--- src/rtl/prism_sp_puzzle_hw_endpoint_if.sv ---
// Puzzle FIFO access interfaces: a non-FWFT read side and a plain write side.
interface fifo_read_interface;
  logic        rd_en;
  logic [31:0] rd_data;
  logic        empty;
  modport master (output rd_en, input rd_data, input empty);
  modport slave  (input rd_en, output rd_data, output empty);
endinterface

interface fifo_write_interface;
  logic        wr_en;
  logic [31:0] wr_data;
  logic        full;
  modport master (output wr_en, output wr_data, input full);
  modport slave  (input wr_en, input wr_data, output full);
endinterface

--- src/rtl/prism_sp_puzzle_hw_endpoint.sv ---
// Hardware endpoint of the SP puzzle FIFO pair: unframes SP messages into an RX
// stream and frames a buffered TX stream (header first) back to SP.
module prism_sp_puzzle_hw_endpoint #(
  parameter int DEPTH = 64
) (
  input  logic                clk,
  input  logic                rst,
  fifo_read_interface.master  sp2hw_fifo_r,
  fifo_write_interface.master hw2sp_fifo_w,
  output logic [31:0]         m_tdata,
  output logic                m_tvalid,
  input  logic                m_tready,
  output logic                m_tlast,
  output logic [6:0]          m_opcode,
  output logic [7:0]          m_tag,
  input  logic [31:0]         s_tdata,
  input  logic                s_tvalid,
  output logic                s_tready,
  input  logic                s_tlast,
  input  logic [6:0]          s_opcode,
  input  logic [7:0]          s_tag,
  output logic                rx_busy,
  output logic                tx_busy
);

  localparam int          CW       = $clog2(DEPTH);
  localparam logic [CW:0] FULL_CNT = (CW+1)'(DEPTH);
  localparam logic [CW:0] ONE      = (CW+1)'(1);

  // Handshakes: a beat moves when valid & ready are both high at a rising clk;
  // valid never waits on ready, and payload/sideband hold while valid & !ready.

  typedef enum logic {RX_HDR, RX_PAY} rx_state_t;
  rx_state_t   rx_state;
  logic        hdr_pending;
  logic        pay_pending;
  logic [16:0] reads_left;
  logic [15:0] ld_rem;
  logic        pay_rd_ok;
  logic        rx_rd_en;

  // The returning header word does not block the first payload read; a payload
  // word in flight does, which is what limits RX to one word per two cycles.
  assign pay_rd_ok = (rx_state == RX_PAY) && !pay_pending &&
                     (hdr_pending || reads_left != 17'd0) && (!m_tvalid || m_tready);
  assign rx_rd_en  = !rst && !sp2hw_fifo_r.empty && ((rx_state == RX_HDR) || pay_rd_ok);
  assign sp2hw_fifo_r.rd_en = rx_rd_en;
  assign rx_busy = (rx_state == RX_PAY);

  always_ff @(posedge clk) begin
    if (rst) begin
      rx_state    <= RX_HDR;
      hdr_pending <= 1'b0;
      pay_pending <= 1'b0;
      reads_left  <= 17'd0;
      ld_rem      <= 16'd0;
      m_tdata     <= 32'd0;
      m_tvalid    <= 1'b0;
      m_tlast     <= 1'b0;
      m_opcode    <= 7'd0;
      m_tag       <= 8'd0;
    end else begin
      hdr_pending <= 1'b0;
      pay_pending <= rx_rd_en && (rx_state == RX_PAY);
      case (rx_state)
        RX_HDR: begin
          if (rx_rd_en) begin
            rx_state    <= RX_PAY;
            hdr_pending <= 1'b1;
          end
        end
        RX_PAY: begin
          if (hdr_pending) begin
            m_opcode   <= sp2hw_fifo_r.rd_data[30:24];
            m_tag      <= sp2hw_fifo_r.rd_data[23:16];
            ld_rem     <= sp2hw_fifo_r.rd_data[15:0];
            reads_left <= {1'b0, sp2hw_fifo_r.rd_data[15:0]} + 17'd1 - {16'd0, rx_rd_en};
          end else if (rx_rd_en) begin
            reads_left <= reads_left - 17'd1;
          end
          if (pay_pending) begin
            m_tdata  <= sp2hw_fifo_r.rd_data;
            m_tvalid <= 1'b1;
            m_tlast  <= (ld_rem == 16'd0);
            ld_rem   <= ld_rem - 16'd1;
          end else if (m_tvalid && m_tready) begin
            m_tvalid <= 1'b0;
            m_tlast  <= 1'b0;
            if (m_tlast) rx_state <= RX_HDR;
          end
        end
      endcase
    end
  end

  typedef enum logic [1:0] {TX_FILL, TX_DISCARD, TX_HDR, TX_DRAIN} tx_state_t;
  tx_state_t   tx_state;
  logic [31:0] tx_buf [DEPTH];
  logic [CW:0] cnt;
  logic [CW:0] rd_ptr;
  logic        trunc;
  logic [6:0]  tx_opcode;
  logic [7:0]  tx_tag;
  logic [31:0] pf_data;
  logic [15:0] len_m1;
  logic        s_beat;
  logic        buf_we;
  logic        tx_wr_en;

  assign s_tready = !rst && (tx_state == TX_FILL || tx_state == TX_DISCARD);
  assign s_beat   = s_tvalid && s_tready;
  assign buf_we   = s_beat && (tx_state == TX_FILL) && (cnt != FULL_CNT);
  assign len_m1   = 16'(cnt - ONE);
  assign tx_wr_en = !rst && !hw2sp_fifo_w.full && (tx_state == TX_HDR || tx_state == TX_DRAIN);
  assign hw2sp_fifo_w.wr_en   = tx_wr_en;
  assign hw2sp_fifo_w.wr_data = (tx_state == TX_HDR) ? {trunc, tx_opcode, tx_tag, len_m1} : pf_data;
  assign tx_busy = (tx_state != TX_FILL) || (cnt != '0);

  // pf_data always holds the next payload word, so draining never bubbles.
  always_ff @(posedge clk) begin
    if (buf_we) tx_buf[cnt[CW-1:0]] <= s_tdata;
    if (tx_state == TX_HDR) pf_data <= tx_buf[0];
    else if (tx_state == TX_DRAIN && tx_wr_en) pf_data <= tx_buf[rd_ptr[CW-1:0]];
  end

  always_ff @(posedge clk) begin
    if (rst) begin
      tx_state  <= TX_FILL;
      cnt       <= '0;
      rd_ptr    <= '0;
      trunc     <= 1'b0;
      tx_opcode <= 7'd0;
      tx_tag    <= 8'd0;
    end else begin
      case (tx_state)
        TX_FILL: begin
          if (s_beat) begin
            if (cnt == FULL_CNT) begin
              trunc    <= 1'b1;
              tx_state <= s_tlast ? TX_HDR : TX_DISCARD;
            end else begin
              cnt <= cnt + ONE;
              if (cnt == '0) begin
                tx_opcode <= s_opcode;
                tx_tag    <= s_tag;
              end
              if (s_tlast) tx_state <= TX_HDR;
            end
          end
        end
        TX_DISCARD: begin
          if (s_beat && s_tlast) tx_state <= TX_HDR;
        end
        TX_HDR: begin
          rd_ptr <= ONE;
          if (tx_wr_en) tx_state <= TX_DRAIN;
        end
        TX_DRAIN: begin
          if (tx_wr_en) begin
            rd_ptr <= rd_ptr + ONE;
            if (rd_ptr == cnt) begin
              cnt      <= '0;
              trunc    <= 1'b0;
              tx_state <= TX_FILL;
            end
          end
        end
      endcase
    end
  end

endmodule
--- src/flat_wrapper.sv ---
// flat-port wrapper written by rule: the top's interface ports become plain ports
module prism_sp_puzzle_hw_endpoint_flat 
#(
  parameter int DEPTH = 64
)
  (clk, rst, m_tdata, m_tvalid, m_tready, m_tlast, m_opcode, m_tag, s_tdata, s_tvalid, s_tready, s_tlast, s_opcode, s_tag, rx_busy, tx_busy, sp2hw_fifo_r_rd_en, sp2hw_fifo_r_rd_data, sp2hw_fifo_r_empty, hw2sp_fifo_w_wr_en, hw2sp_fifo_w_wr_data, hw2sp_fifo_w_full);
  fifo_read_interface sp2hw_fifo_r_i ();
  fifo_write_interface hw2sp_fifo_w_i ();
  input  logic clk;
  input  logic rst;
  output logic [31:0] m_tdata;
  output logic m_tvalid;
  input  logic m_tready;
  output logic m_tlast;
  output logic [6:0] m_opcode;
  output logic [7:0] m_tag;
  input  logic [31:0] s_tdata;
  input  logic s_tvalid;
  output logic s_tready;
  input  logic s_tlast;
  input  logic [6:0] s_opcode;
  input  logic [7:0] s_tag;
  output logic rx_busy;
  output logic tx_busy;
  output wire logic [$bits(sp2hw_fifo_r_i.rd_en)-1:0] sp2hw_fifo_r_rd_en;
  input wire logic [$bits(sp2hw_fifo_r_i.rd_data)-1:0] sp2hw_fifo_r_rd_data;
  input wire logic [$bits(sp2hw_fifo_r_i.empty)-1:0] sp2hw_fifo_r_empty;
  output wire logic [$bits(hw2sp_fifo_w_i.wr_en)-1:0] hw2sp_fifo_w_wr_en;
  output wire logic [$bits(hw2sp_fifo_w_i.wr_data)-1:0] hw2sp_fifo_w_wr_data;
  input wire logic [$bits(hw2sp_fifo_w_i.full)-1:0] hw2sp_fifo_w_full;
  assign sp2hw_fifo_r_rd_en = sp2hw_fifo_r_i.rd_en;
  assign sp2hw_fifo_r_i.rd_data = sp2hw_fifo_r_rd_data;
  assign sp2hw_fifo_r_i.empty = sp2hw_fifo_r_empty;
  assign hw2sp_fifo_w_wr_en = hw2sp_fifo_w_i.wr_en;
  assign hw2sp_fifo_w_wr_data = hw2sp_fifo_w_i.wr_data;
  assign hw2sp_fifo_w_i.full = hw2sp_fifo_w_full;
  prism_sp_puzzle_hw_endpoint #(.DEPTH(DEPTH)) u_core (.clk(clk), .rst(rst), .sp2hw_fifo_r(sp2hw_fifo_r_i), .hw2sp_fifo_w(hw2sp_fifo_w_i), .m_tdata(m_tdata), .m_tvalid(m_tvalid), .m_tready(m_tready), .m_tlast(m_tlast), .m_opcode(m_opcode), .m_tag(m_tag), .s_tdata(s_tdata), .s_tvalid(s_tvalid), .s_tready(s_tready), .s_tlast(s_tlast), .s_opcode(s_opcode), .s_tag(s_tag), .rx_busy(rx_busy), .tx_busy(tx_busy));
endmodule
--- config.mk ---
export PLATFORM = sky130hd
export DESIGN_NAME = prism_sp_puzzle_hw_endpoint_flat
export DESIGN_NICKNAME = d
export VERILOG_FILES = /design/src/rtl/prism_sp_puzzle_hw_endpoint_if.sv /design/src/rtl/prism_sp_puzzle_hw_endpoint.sv /design/src/flat_wrapper.sv
export SDC_FILE = /design/constraint.sdc
export NUM_CORES = 2
export LEC_CHECK = 0
export CORE_MARGIN = 5
export CORE_UTILIZATION = 62
export DETAILED_ROUTE_END_ITERATION = 8
export GPL_ROUTABILITY_DRIVEN = 0
export PLACE_DENSITY = 0.76
export SYNTH_ARGS = -nofsm -noshare
export SYNTH_HDL_FRONTEND = slang
export SYNTH_SLANG_ARGS = --single-unit
--- constraint.sdc ---
create_clock -name clk -period 4.4 [get_ports clk]
set_input_delay 0.88 -clock clk [delete_from_list [all_inputs] [get_ports clk]]
set_output_delay 0.88 -clock clk [all_outputs]
set_load 0.01 [all_outputs]
==> flow_summary_export.csv <==
group,metric,value,unit
synth,synth_seq_area_share,0.7578,
synth,synth_flop_cell,"edfxtp_1",
sta,setup_viol,0,
worst_setup_path,critPathCaptureType,"primary output",
route,vias_per_cell,6.830,
worst_setup_path,path_class,"flop to primary output",
global_routing,gr-total-overflow,0,
synth,syn-num-nets,4479,
final_layout,fin_util,0.7117,
route,drt_pre_antenna_iters,6,
clock_tree,clock-sinks,2203,
worst_setup_path,cp-start-kind,"flop",
clock_tree,cts_root_buffer,"clkbuf_16",
floorplanning,dieArea,0.1457,sq mm
synth,synthDistinctLibCells,68,
floorplanning,rows,136,
sta,period_share,0.9817,
sta,final.setup_skew,24.31,ps
synth,synthArstFlopShare,0,
floorplanning,ios,172,
clock_tree,htree_levels,4,
floorplanning,die_h,381.7,microns
synth,syn_area_per_cell,19.63,sq um
clock_tree,clk_latency,820,ps
final_layout,fin_nets,4802,
run,cap_viol_max_count,0,
status,outcome,"finished clean",
placement,dpl.cell_count,6271,
clock_tree,ctsHoldBuffers,0,
global_routing,grt_usage,0.2877,
global_routing,grt_max_degree,97,
route,vias,45410,
placement,port_buffers,171,
worst_setup_path,critical_path_peak_fanout,82,
synth,synth_area,0.08567,sq mm
sta,finalCriticalPeriod,4320,ps
sta,tightest_slew,1317,ps
final_layout,drive_above_1_share,0.2299,
synth,netlist_instances,4365,
clock_tree,cts_tree,"yes",
synth,ys_ff_latch,2203,
route,drc_errors,0,
pwr,fin_total_pwr,44.28,mW
global_routing,antenna_found_initial,15,
hold_path,hp-class,"input pin to flop",
sta,worst_slack,80.33,ps
clock_tree,cts_made_buffers,209,
synth,synth_top_area_cell,"edfxtp_1",
synth,yosysWarnings,0,
synth,synth_common_cells,"edfxtp_1, mux4_2, a21oi_1, mux2i_1, nor2_1",
global_routing,grt_pass1_wl,308200,microns
synth,post-synth-top-count-cell,"edfxtp_1",
sta,hold_violations,0,
synth,yosysTopAreaCellShare,0.7291,
pwr,p_per_area,453.0,mW/mm^2
route,wl,209000,microns
final_layout,synthToLayoutAreaGrowth,14.09,%
placement,pre_cts_ws,104.1,ps
sta,slew_violations,0,
worst_setup_path,crit_required,3520,ps
route,ant_nets,0,
final_layout,fin_cells,6649,
placement,dp_hpwl,125100,microns
pwr,peakVddDrop,0.5740,mV
pwr,p_leak,29.95,nW
clock_tree,path_clk_slew,60,ps
synth,synth_edf_count,2080,
clock_tree,clk_path_buf_depth,3,
floorplanning,floorplan.initialDensity,0.6239,
synth,synth_area_leaders,"edfxtp_1, mux4_2, dfxtp_1",
floorplanning,chipWidth,381.7,microns
sta,fmax,231.5,MHz
global_routing,grt_pass1_vias,45110,
worst_setup_path,worst_ep_arrival_time,3440,ps
sta,rsz0062_at_grt,"no",
route,drtIter0Drc,5632,
floorplanning,core_area,0.1373,sq mm
route,avgRoutedWirePerCell,31.44,microns
sta,slew_headroom,0.1220,
sta,fin_tns_setup,0,ps
placed cells by master, fill, tap and decap left out, types with 65 or more instances in the layout:
cell type / Yosys / layout
nand2_1: 152 / 152
o221ai_1: 65 / 65
a21oi_1: 218 / 217
mux2i_1: 218 / 218
edfxtp_1: 2080 / 2080
o21ai_0: 99 / 99
clkdlybuf4s50_1: 0 / 138
nor2_1: 178 / 110
dfxtp_1: 123 / 118
a22oi_1: 65 / 65
buf_4: 1 / 139
clkbuf_16: 0 / 214
nor2_4: 1 / 66
a221oi_1: 69 / 69
mux4_2: 448 / 448
final cells by class:
class / instances / area, sq um
timing repair buffer: 367 / 3746
clock buffer: 258 / 5520
antenna: 9 / 22.52
inverter: 44 / 167.7
tap: 1794 / 2245
clock inverter: 111 / 973.4
sequential: 2203 / 64940
fill: 7900 / 39590
multi-input combinational: 1863 / 20120
stage by stage:
stage                     hold slack (ps)  instance area, sq um
after detailed placement            447.7                 91210
after global routing                314.2                 97730
after global placement              441.2                 91210
after floorplan                     453.8                 85670
final                               360.2                 97740
after CTS                           301.8                 97710
worst max-delay path, stage by stage, from the launching register on:
cell and delay, ps:
dfxtp_1 340, inv_1 150, ha_4 180, buf_12 390, mux2i_1 800, clkdlybuf4s50_1 680
cells by family (layout without fill, tap and decap cells):
kind of cell / count (synthesis) / in the layout / synth area share
buffers and inverters: 299 / 780 / 0.01373
adder cells (fa/ha/maj): 28 / 28 / 0.004089
flip-flops: 2203 / 2203 / 0.7578
multiplexers: 718 / 718 / 0.1501
AND/OR/NAND/NOR: 489 / 489 / 0.02546
AO/OA/AOI/OAI: 597 / 597 / 0.04564
other: 0 / 9 / 0
XOR/XNOR: 31 / 31 / 0.003169
sequential cells by signal, summed over array words and instances, names as in the netlist, 8 cells and up, named ones only:
name / cells
u_core.pf_data: 32
u_core.m_tdata: 32
u_core.ld_rem: 16
u_core.m_tag: 8
u_core.tx_buf: 2048
u_core.reads_left: 17
u_core.tx_tag: 8
where the power goes:
part           switching [mW]  leakage (nW)  internal (mW)
Clock                    7.50          3.17           9.68
Combinational            2.22          7.08           1.60
Sequential              0.149          19.7           23.1
routing by layer:
layer | global-route usage | vias to the layer above | part of all wire
met1 | 0.4124 | 23650 | 0.38
met4 | 0.08239 | 8 | 0.028
li1 | - | 18650 | -
met5 | 0 | - | 0.00017
met2 | 0.4667 | 2745 | 0.50
met3 | 0.05086 | 356 | 0.094
repair_timing:
| item | CTS | global route |
|---|---|---|
| pin swaps | 0 | 1 |
| setup buffers | 0 | 0 |
| setup endpoints to repair | 9 | 2 |
| gates resized for setup | 2 | 1 |
worst paths after layout:
path | end | start | slack (ps) | cells past startpoint
setup / recovery | hw2sp_fifo_w_wr_data[1] | u_core.tx_state[0] | 80 | 5
setup reg to reg | u_core.reads_left[15] | u_core.reads_left[11] | 240 | 15
hold reg to reg | u_core.m_opcode[3] | u_core.m_opcode[3] | 450 | 2
hold / removal | u_core.tx_buf[30][11] | s_tdata[11] | 360 | 1
Note: power is estimated with default switching activity, not from simulation.
